### src/rtl/dphy_tx_lane_sequencer_if.sv
// Upstream packet stream into the D-PHY TX lane sequencer: one lane-byte
// pair per transfer, accepted when i_valid & o_ready.
interface dphy_tx_lane_sequencer_if;
  logic       i_valid;
  logic [7:0] i_byte_D1;
  logic [7:0] i_byte_D0;
  logic       i_last;
  logic       o_ready;

  modport master (
    output i_valid,
    output i_byte_D1,
    output i_byte_D0,
    output i_last,
    input  o_ready
  );

  modport slave (
    input  i_valid,
    input  i_byte_D1,
    input  i_byte_D0,
    input  i_last,
    output o_ready
  );
endinterface

### src/rtl/dphy_tx_lane_sequencer.sv
// Two-lane MIPI D-PHY TX burst sequencer:
//   LP-11 -> LP-01 -> LP-00 -> HS-zero -> sync -> payload -> trail -> clk-post -> LP-11
// Optional build macro DPHY_CONT_CLK_EN: continuous HS clock (enabled in every
// state including IDLE) and a one-cycle CLKPOST.
module dphy_tx_lane_sequencer #(
  parameter int unsigned T_LPX        = 2,
  parameter int unsigned T_HS_PREPARE = 2,
  parameter int unsigned T_HS_ZERO    = 4,
  parameter int unsigned T_HS_TRAIL   = 3,
  parameter int unsigned T_CLK_POST   = 4,
  parameter logic [7:0]  SYNC_BYTE    = 8'hB8
) (
  input  logic                           i_clk,
  input  logic                           reset,
  input  logic                           i_start,
  dphy_tx_lane_sequencer_if.slave        pkt,
  output logic                           o_busy,
  output logic                           o_done,
  output logic                           o_underrun,
  output logic [7:0]                     byte_D1,
  output logic [7:0]                     byte_D0,
  output logic [1:0]                     lp1_out,
  output logic [1:0]                     lp0_out,
  output logic                           lp1_dir,
  output logic                           lp0_dir,
  output logic                           hs_clk_en,
  output logic                           hs_data_en,
  output logic                           hsxx_clk_en
);

`ifdef DPHY_CONT_CLK_EN
  localparam int unsigned CLKPOST_LEN = 1;
  localparam logic        CLK_IDLE    = 1'b1;
`else
  localparam int unsigned CLKPOST_LEN = T_CLK_POST;
  localparam logic        CLK_IDLE    = 1'b0;
`endif

  localparam int unsigned MAX_A = (T_LPX > T_HS_PREPARE) ? T_LPX : T_HS_PREPARE;
  localparam int unsigned MAX_B = (T_HS_ZERO > T_HS_TRAIL) ? T_HS_ZERO : T_HS_TRAIL;
  localparam int unsigned MAX_C = (MAX_A > MAX_B) ? MAX_A : MAX_B;
  localparam int unsigned MAX_T = (MAX_C > T_CLK_POST) ? MAX_C : T_CLK_POST;
  localparam int unsigned CW    = $clog2(MAX_T + 1);

  // Counter loads N-1 on entry; the state is left when it reaches zero.
  localparam logic [CW-1:0] LD_LPX   = CW'(T_LPX - 1);
  localparam logic [CW-1:0] LD_PREP  = CW'(T_HS_PREPARE - 1);
  localparam logic [CW-1:0] LD_ZERO  = CW'(T_HS_ZERO - 1);
  localparam logic [CW-1:0] LD_TRAIL = CW'(T_HS_TRAIL - 1);
  localparam logic [CW-1:0] LD_POST  = CW'(CLKPOST_LEN - 1);

  typedef enum logic [3:0] {
    S_IDLE,
    S_LP01,
    S_LP00,
    S_HSZERO,
    S_SYNC,
    S_PAYLOAD,
    S_LASTPAIR,
    S_TRAIL,
    S_CLKPOST
  } state_t;

  state_t        state_q, state_d;
  logic [CW-1:0] cnt_q, cnt_d;
  logic          ready;

  logic [1:0] lp_q, lp_d;
  logic [7:0] d1_q, d1_d;
  logic [7:0] d0_q, d0_d;
  logic       clk_q, clk_d;
  logic       data_q, data_d;
  logic       done_q, done_d;

  // Next-state, dwell counter and handshake decode from the current state.
  always_comb begin
    state_d    = state_q;
    cnt_d      = cnt_q;
    ready      = 1'b0;
    o_underrun = 1'b0;
    case (state_q)
      S_IDLE: begin
        if (i_start) begin
          state_d = S_LP01;
          cnt_d   = LD_LPX;
        end
      end
      S_LP01: begin
        if (cnt_q == '0) begin
          state_d = S_LP00;
          cnt_d   = LD_PREP;
        end else begin
          cnt_d = cnt_q - CW'(1);
        end
      end
      S_LP00: begin
        if (cnt_q == '0) begin
          state_d = S_HSZERO;
          cnt_d   = LD_ZERO;
        end else begin
          cnt_d = cnt_q - CW'(1);
        end
      end
      S_HSZERO: begin
        if (cnt_q == '0) begin
          state_d = S_SYNC;
        end else begin
          cnt_d = cnt_q - CW'(1);
        end
      end
      S_SYNC, S_PAYLOAD: begin
        ready = 1'b1;
        if (pkt.i_valid) begin
          state_d = pkt.i_last ? S_LASTPAIR : S_PAYLOAD;
        end else begin
          o_underrun = 1'b1;
          state_d    = S_TRAIL;
          cnt_d      = LD_TRAIL;
        end
      end
      // The final pair is still on the lanes here; nothing more is accepted.
      S_LASTPAIR: begin
        state_d = S_TRAIL;
        cnt_d   = LD_TRAIL;
      end
      S_TRAIL: begin
        if (cnt_q == '0) begin
          state_d = S_CLKPOST;
          cnt_d   = LD_POST;
        end else begin
          cnt_d = cnt_q - CW'(1);
        end
      end
      S_CLKPOST: begin
        if (cnt_q == '0) begin
          state_d = S_IDLE;
        end else begin
          cnt_d = cnt_q - CW'(1);
        end
      end
      default: state_d = S_IDLE;
    endcase
  end

  // PHY-side values are computed from the next state so they register in
  // step with the state they belong to.
  always_comb begin
    lp_d   = 2'b11;
    d1_d   = '0;
    d0_d   = '0;
    clk_d  = CLK_IDLE;
    data_d = 1'b0;
    done_d = (state_q == S_CLKPOST) && (state_d == S_IDLE);
    case (state_d)
      S_LP01: begin
        lp_d  = 2'b01;
        clk_d = 1'b1;
      end
      S_LP00: begin
        lp_d  = 2'b00;
        clk_d = 1'b1;
      end
      S_HSZERO: begin
        lp_d   = 2'b00;
        clk_d  = 1'b1;
        data_d = 1'b1;
      end
      S_SYNC: begin
        lp_d   = 2'b00;
        clk_d  = 1'b1;
        data_d = 1'b1;
        d1_d   = SYNC_BYTE;
        d0_d   = SYNC_BYTE;
      end
      S_PAYLOAD, S_LASTPAIR: begin
        lp_d   = 2'b00;
        clk_d  = 1'b1;
        data_d = 1'b1;
        d1_d   = pkt.i_byte_D1;
        d0_d   = pkt.i_byte_D0;
      end
      // Lanes serialise LSB first, so the trail is the inverse of bit 7 of
      // whatever byte was last driven (sync byte or payload).
      S_TRAIL: begin
        lp_d   = 2'b00;
        clk_d  = 1'b1;
        data_d = 1'b1;
        if (state_q == S_TRAIL) begin
          d1_d = d1_q;
          d0_d = d0_q;
        end else begin
          d1_d = {8{~d1_q[7]}};
          d0_d = {8{~d0_q[7]}};
        end
      end
      S_CLKPOST: begin
        clk_d = 1'b1;
      end
      default: ;
    endcase
  end

  // State and dwell counter registers.
  always_ff @(posedge i_clk or posedge reset) begin
    if (reset) begin
      state_q <= S_IDLE;
      cnt_q   <= '0;
    end else begin
      state_q <= state_d;
      cnt_q   <= cnt_d;
    end
  end

  // Registered PHY-side outputs; reset drives the lanes straight to LP-11.
  always_ff @(posedge i_clk or posedge reset) begin
    if (reset) begin
      lp_q   <= 2'b11;
      d1_q   <= '0;
      d0_q   <= '0;
      clk_q  <= 1'b0;
      data_q <= 1'b0;
      done_q <= 1'b0;
    end else begin
      lp_q   <= lp_d;
      d1_q   <= d1_d;
      d0_q   <= d0_d;
      clk_q  <= clk_d;
      data_q <= data_d;
      done_q <= done_d;
    end
  end

  assign pkt.o_ready = ready;
  assign o_busy      = (state_q != S_IDLE);
  assign o_done      = done_q;
  assign byte_D1     = d1_q;
  assign byte_D0     = d0_q;
  assign lp1_out     = lp_q;
  assign lp0_out     = lp_q;
  // Both lanes are transmit-only.
  assign lp1_dir     = 1'b1;
  assign lp0_dir     = 1'b1;
  assign hs_clk_en   = clk_q;
  assign hsxx_clk_en = clk_q;
  assign hs_data_en  = data_q;

endmodule

### src/flat_wrapper.sv
// flat-port wrapper written by rule: the top's interface ports become plain ports
module dphy_tx_lane_sequencer_flat 
#(
  parameter int unsigned T_LPX        = 2,
  parameter int unsigned T_HS_PREPARE = 2,
  parameter int unsigned T_HS_ZERO    = 4,
  parameter int unsigned T_HS_TRAIL   = 3,
  parameter int unsigned T_CLK_POST   = 4,
  parameter logic [7:0]  SYNC_BYTE    = 8'hB8
)
  (i_clk, reset, i_start, o_busy, o_done, o_underrun, byte_D1, byte_D0, lp1_out, lp0_out, lp1_dir, lp0_dir, hs_clk_en, hs_data_en, hsxx_clk_en, pkt_i_valid, pkt_i_byte_D1, pkt_i_byte_D0, pkt_i_last, pkt_o_ready);
  dphy_tx_lane_sequencer_if pkt_i ();
  input  logic i_clk;
  input  logic reset;
  input  logic i_start;
  output logic o_busy;
  output logic o_done;
  output logic o_underrun;
  output logic [7:0] byte_D1;
  output logic [7:0] byte_D0;
  output logic [1:0] lp1_out;
  output logic [1:0] lp0_out;
  output logic lp1_dir;
  output logic lp0_dir;
  output logic hs_clk_en;
  output logic hs_data_en;
  output logic hsxx_clk_en;
  input wire logic [$bits(pkt_i.i_valid)-1:0] pkt_i_valid;
  input wire logic [$bits(pkt_i.i_byte_D1)-1:0] pkt_i_byte_D1;
  input wire logic [$bits(pkt_i.i_byte_D0)-1:0] pkt_i_byte_D0;
  input wire logic [$bits(pkt_i.i_last)-1:0] pkt_i_last;
  output wire logic [$bits(pkt_i.o_ready)-1:0] pkt_o_ready;
  assign pkt_i.i_valid = pkt_i_valid;
  assign pkt_i.i_byte_D1 = pkt_i_byte_D1;
  assign pkt_i.i_byte_D0 = pkt_i_byte_D0;
  assign pkt_i.i_last = pkt_i_last;
  assign pkt_o_ready = pkt_i.o_ready;
  dphy_tx_lane_sequencer #(.T_LPX(T_LPX), .T_HS_PREPARE(T_HS_PREPARE), .T_HS_ZERO(T_HS_ZERO), .T_HS_TRAIL(T_HS_TRAIL), .T_CLK_POST(T_CLK_POST), .SYNC_BYTE(SYNC_BYTE)) u_core (.i_clk(i_clk), .reset(reset), .i_start(i_start), .pkt(pkt_i), .o_busy(o_busy), .o_done(o_done), .o_underrun(o_underrun), .byte_D1(byte_D1), .byte_D0(byte_D0), .lp1_out(lp1_out), .lp0_out(lp0_out), .lp1_dir(lp1_dir), .lp0_dir(lp0_dir), .hs_clk_en(hs_clk_en), .hs_data_en(hs_data_en), .hsxx_clk_en(hsxx_clk_en));
endmodule
### config.mk
export PLATFORM = sky130hd
export DESIGN_NAME = dphy_tx_lane_sequencer_flat
export DESIGN_NICKNAME = d
export VERILOG_FILES = /design/src/rtl/dphy_tx_lane_sequencer_if.sv /design/src/rtl/dphy_tx_lane_sequencer.sv /design/src/flat_wrapper.sv
export SDC_FILE = /design/constraint.sdc
export NUM_CORES = 1
export LEC_CHECK = 0
export ABC_AREA = 1
export ABC_CLOCK_PERIOD_IN_PS = 1950
export CORE_ASPECT_RATIO = 1.25
export CORE_MARGIN = 4
export CORE_UTILIZATION = 50
export DETAILED_ROUTE_END_ITERATION = 16
export DONT_BUFFER_PORTS = 1
export HOLD_SLACK_MARGIN = 0.06
export PLACE_DENSITY = 0.66
export SETUP_SLACK_MARGIN = 0.02
export SLEW_MARGIN = 40
export SYNTH_ARGS = -nofsm -noshare
export SYNTH_HDL_FRONTEND = slang
export SYNTH_SLANG_ARGS = --single-unit
export TNS_END_PERCENT = 100
### constraint.sdc
create_clock -name i_clk -period 1.95 [get_ports i_clk]
set_input_delay 0.39 -clock i_clk [delete_from_list [all_inputs] [get_ports i_clk]]
set_output_delay 0.39 -clock i_clk [all_outputs]
set_load 0.005 [all_outputs]
==> results_dict.tcl, run 1 <==
set metrics [dict create \
    status "finished, final reports clean" \
    start_util 0.522 \
    drv_cap 0 \
    critPathMostFrequentCell "nand2_4" \
    grt.total_usage 0.175 \
    worstRegToRegCells 11 \
    syn_to_final_growth_pct 3.79 \
    die_area_um2 4360 \
    n_antenna_cell 0 \
    hold_violations 0 \
    yosysTopAreaCellShare 0.387 \
    core_um2 3220 \
    antenna_found_initial 0 \
    synth_cell_type_count 29 \
    insertion_delay_ps 270 \
    hold_path_class "input pin to asynchronous set/reset pin" \
    crit_slowest_cell "dfrtp_1" \
    grt_pass1_vias 1333 \
    layout-drive-gt1-share 0.164 \
    drt_iter0_markers 41 \
    crit_fanout 18 \
    async_reset_ff_frac 1.00 \
    syn_area_per_cell_um2 7.79 \
    route.detailed.drc 0 \
    synth_seq_area_share 0.418 \
    p_leak_uw 0.000979 \
    r2r_start "u_core.cnt_q[0]" \
    wl_met2_um 1730 \
    finalMaxSlewViolations 0 \
    globalRoute.totalOverflow 0 \
    dp_hpwl_um 2650 \
    grt_pass1_wl_um 5950 \
    cts_tree "yes" \
    finalCritPeriodShare 0.911 \
    period_minus_slack_ps 1780 \
    synth_top_area_cell "dfrtp_1" \
    avgViaCountPerCell 5.23 \
    ys_warn_count 0 \
    reg2reg_slack_ps 170 \
    arrival_ps 1950 \
    irDropWorstVdd_mv 0.843 \
    dr.pass1.iters 4 \
    clockBufferDepth 2 \
    drt-wirelength-per-cell_um 13.6 \
    synth-seq-cells 28 \
    clkTransAtPathRegs_ps 90 \
    cts_sinks 28 \
    htreeDepth 1 \
    cts_buffers 3 \
    drt-total-wl_um 3430 \
    netlist_area_um2 1680 \
    cp_cell_sequence "inv_1 > ha_1 > nand2_4 > nand2_4 > nand2_2 > nor2_4 > nand2_4 > nand4_4 > nand3_1 > nand2_1 > nand2_1" \
    final_net_count 238 \
    max_stage_delay_ps 400 \
    startpoint_type "flop" \
    synth_enable_flop_cells 0 \
    io_pins 50 \
    finalSetupViolations 0 \
    syn_inst 216 \
    crit_type "flop to flop" \
    rows 23 \
    cts_root_buf "clkbuf_8" \
    utilization 0.542 \
    p_total_uw 2560 \
    drt-met1-wl_um 1420 \
    grt_max_degree 29 \
    synthTopCellsByArea "dfrtp_1, nand2_1, nand3_1" \
    grt_setup_unrepaired "no" \
    ant_nets 0 \
    hold-worst-slack_ps 58.2 \
    gp_congestion 0.894 \
    dieWidth_um 59.9 \
    portBuffers 0 \
    rr_endpoint "u_core.byte_D0[7]" \
    nFillCells 321 \
    synth_common_cells "nand2_1, dfrtp_1, nand3_1" \
    powerDensity_nw_per_um2 1460 \
    crit_required_ps 2120 \
    num_vias 1312 \
    fmax_ghz 0.563 \
    worst-path-buf-inv 1 \
    fin_skew_ps 3.16 \
    dr_wl_met3_um 213 \
    crit_family "simple AND/OR/NAND/NOR gates" \
    final_cell_count_no_fill 251 \
    die_y_um 72.9 \
    synth-main-ff-cell "dfrtp_1" \
    cts-hold-fix-buffers 0 \
    crit_path_end_kind "flop" \
    finalSetupTns_ps 0 \
    synth.most_common_cell "nand2_1" \
    dp_cells 247 \
    top_layer "met4" \
]
[power breakdown]
part	internal, uW	leakage [uW]	total (uW)	switching (uW)
logic	403	0.000579	1270	866
clock network	181	0.0000288	354	174
registers	770	0.000371	934	164
total	1350	0.000979	2560	1200
[logic make-up (layout without fill, tap and decap cells)]
kind of cell / count (synthesis) / after routing / synth area share
AO/OA/AOI/OAI: 14 / 14 / 0.0461
adder cells (fa/ha/maj): 2 / 2 / 0.0149
buffers and inverters: 27 / 24 / 0.0736
flip-flops: 28 / 28 / 0.418
other: 1 / 2 / 0.00223
AND/OR/NAND/NOR: 144 / 144 / 0.445
[area by class of cell]
| cell class | instances | area (um2) | share of cell area |
|---|---|---|---|
| clock buffers | 4 | 55.1 | 0.0315 |
| multi-input cells | 162 | 860 | 0.492 |
| repair buffers | 1 | 7.51 | 0.00430 |
| well taps | 37 | 46.3 | 0.0265 |
| flip-flops and latches | 28 | 703 | 0.403 |
| inverters | 19 | 75.1 | 0.0430 |
[per-layer routing]
| metal | vias to the layer above | global-route usage |
|---|---|---|
| met5 | - | 0 |
| met4 | 0 | 0.0640 |
| met3 | 6 | 0.0354 |
| met2 | 38 | 0.287 |
| met1 | 606 | 0.224 |
| li1 | 662 | - |
[metrics by stage]
step	area [um2]	worst slack, ps
floorplan	1690	351
global placement	1690	220
detailed placement	1690	146
CTS	1740	126
global route	1750	48.4
finish	1750	174
[worst max-delay path by stage]
stage               startpoint           endpoint  slack (ps)  cells after the start
2_1_floorplan  u_core.cnt_q[0]  u_core.byte_D0[3]         350                     11
3_3_place_gp   u_core.cnt_q[0]  u_core.byte_D0[5]         220                     11
3_5_place_dp   u_core.cnt_q[0]  u_core.byte_D0[7]         150                     11
4_1_cts        u_core.cnt_q[0]  u_core.byte_D0[7]         130                     11
5_1_grt        u_core.cnt_q[0]  u_core.byte_D0[7]          50                     11
6_report       u_core.cnt_q[0]  u_core.byte_D0[7]         170                     11
[state kept, by name, indices dropped and copies added, names as in the netlist]
name               flops
u_core.byte_D0         8
u_core.byte_D1         8
u_core.state_q         4
u_core.cnt_q           3
u_core.lp0_out         2
u_core.hs_clk_en       1
u_core.hs_data_en      1
u_core.o_done          1
[cells in the final DEF (no fill, tap or decap)]
cell        n
nor2_2      2
buf_4       1
nand2_4     4
nor2_8      1
a21oi_1     4
dfrtp_1    26
o21ai_0     6
nand3_4     2
ha_1        2
nor2_4      5
nor3_1      1
inv_1      13
clkbuf_8    4
conb_1      2
nand3_1    14
inv_2       4
nor3_4      1
nand2_8     1
nand4_4     2
clkinv_2    1
o2111ai_1   1
o22ai_1     1
inv_4       1
nand2_2     4
dfstp_2     2
nor2_1     11
o21ai_1     1
o31ai_1     1
nand2_1    96
[what timing repair did]
action                                  4_1_cts  5_1_grt
endpoints found under the setup margin        0        5
resized for setup                             0        1
setup buffers                                 0        0
(Power assumes the default switching activity.)
==> run 2: changes to the inputs <==
- CAP_MARGIN: not set -> 20
==> results of run 2 <==
Final layout, timing and power as in run 1 (identical DEF).
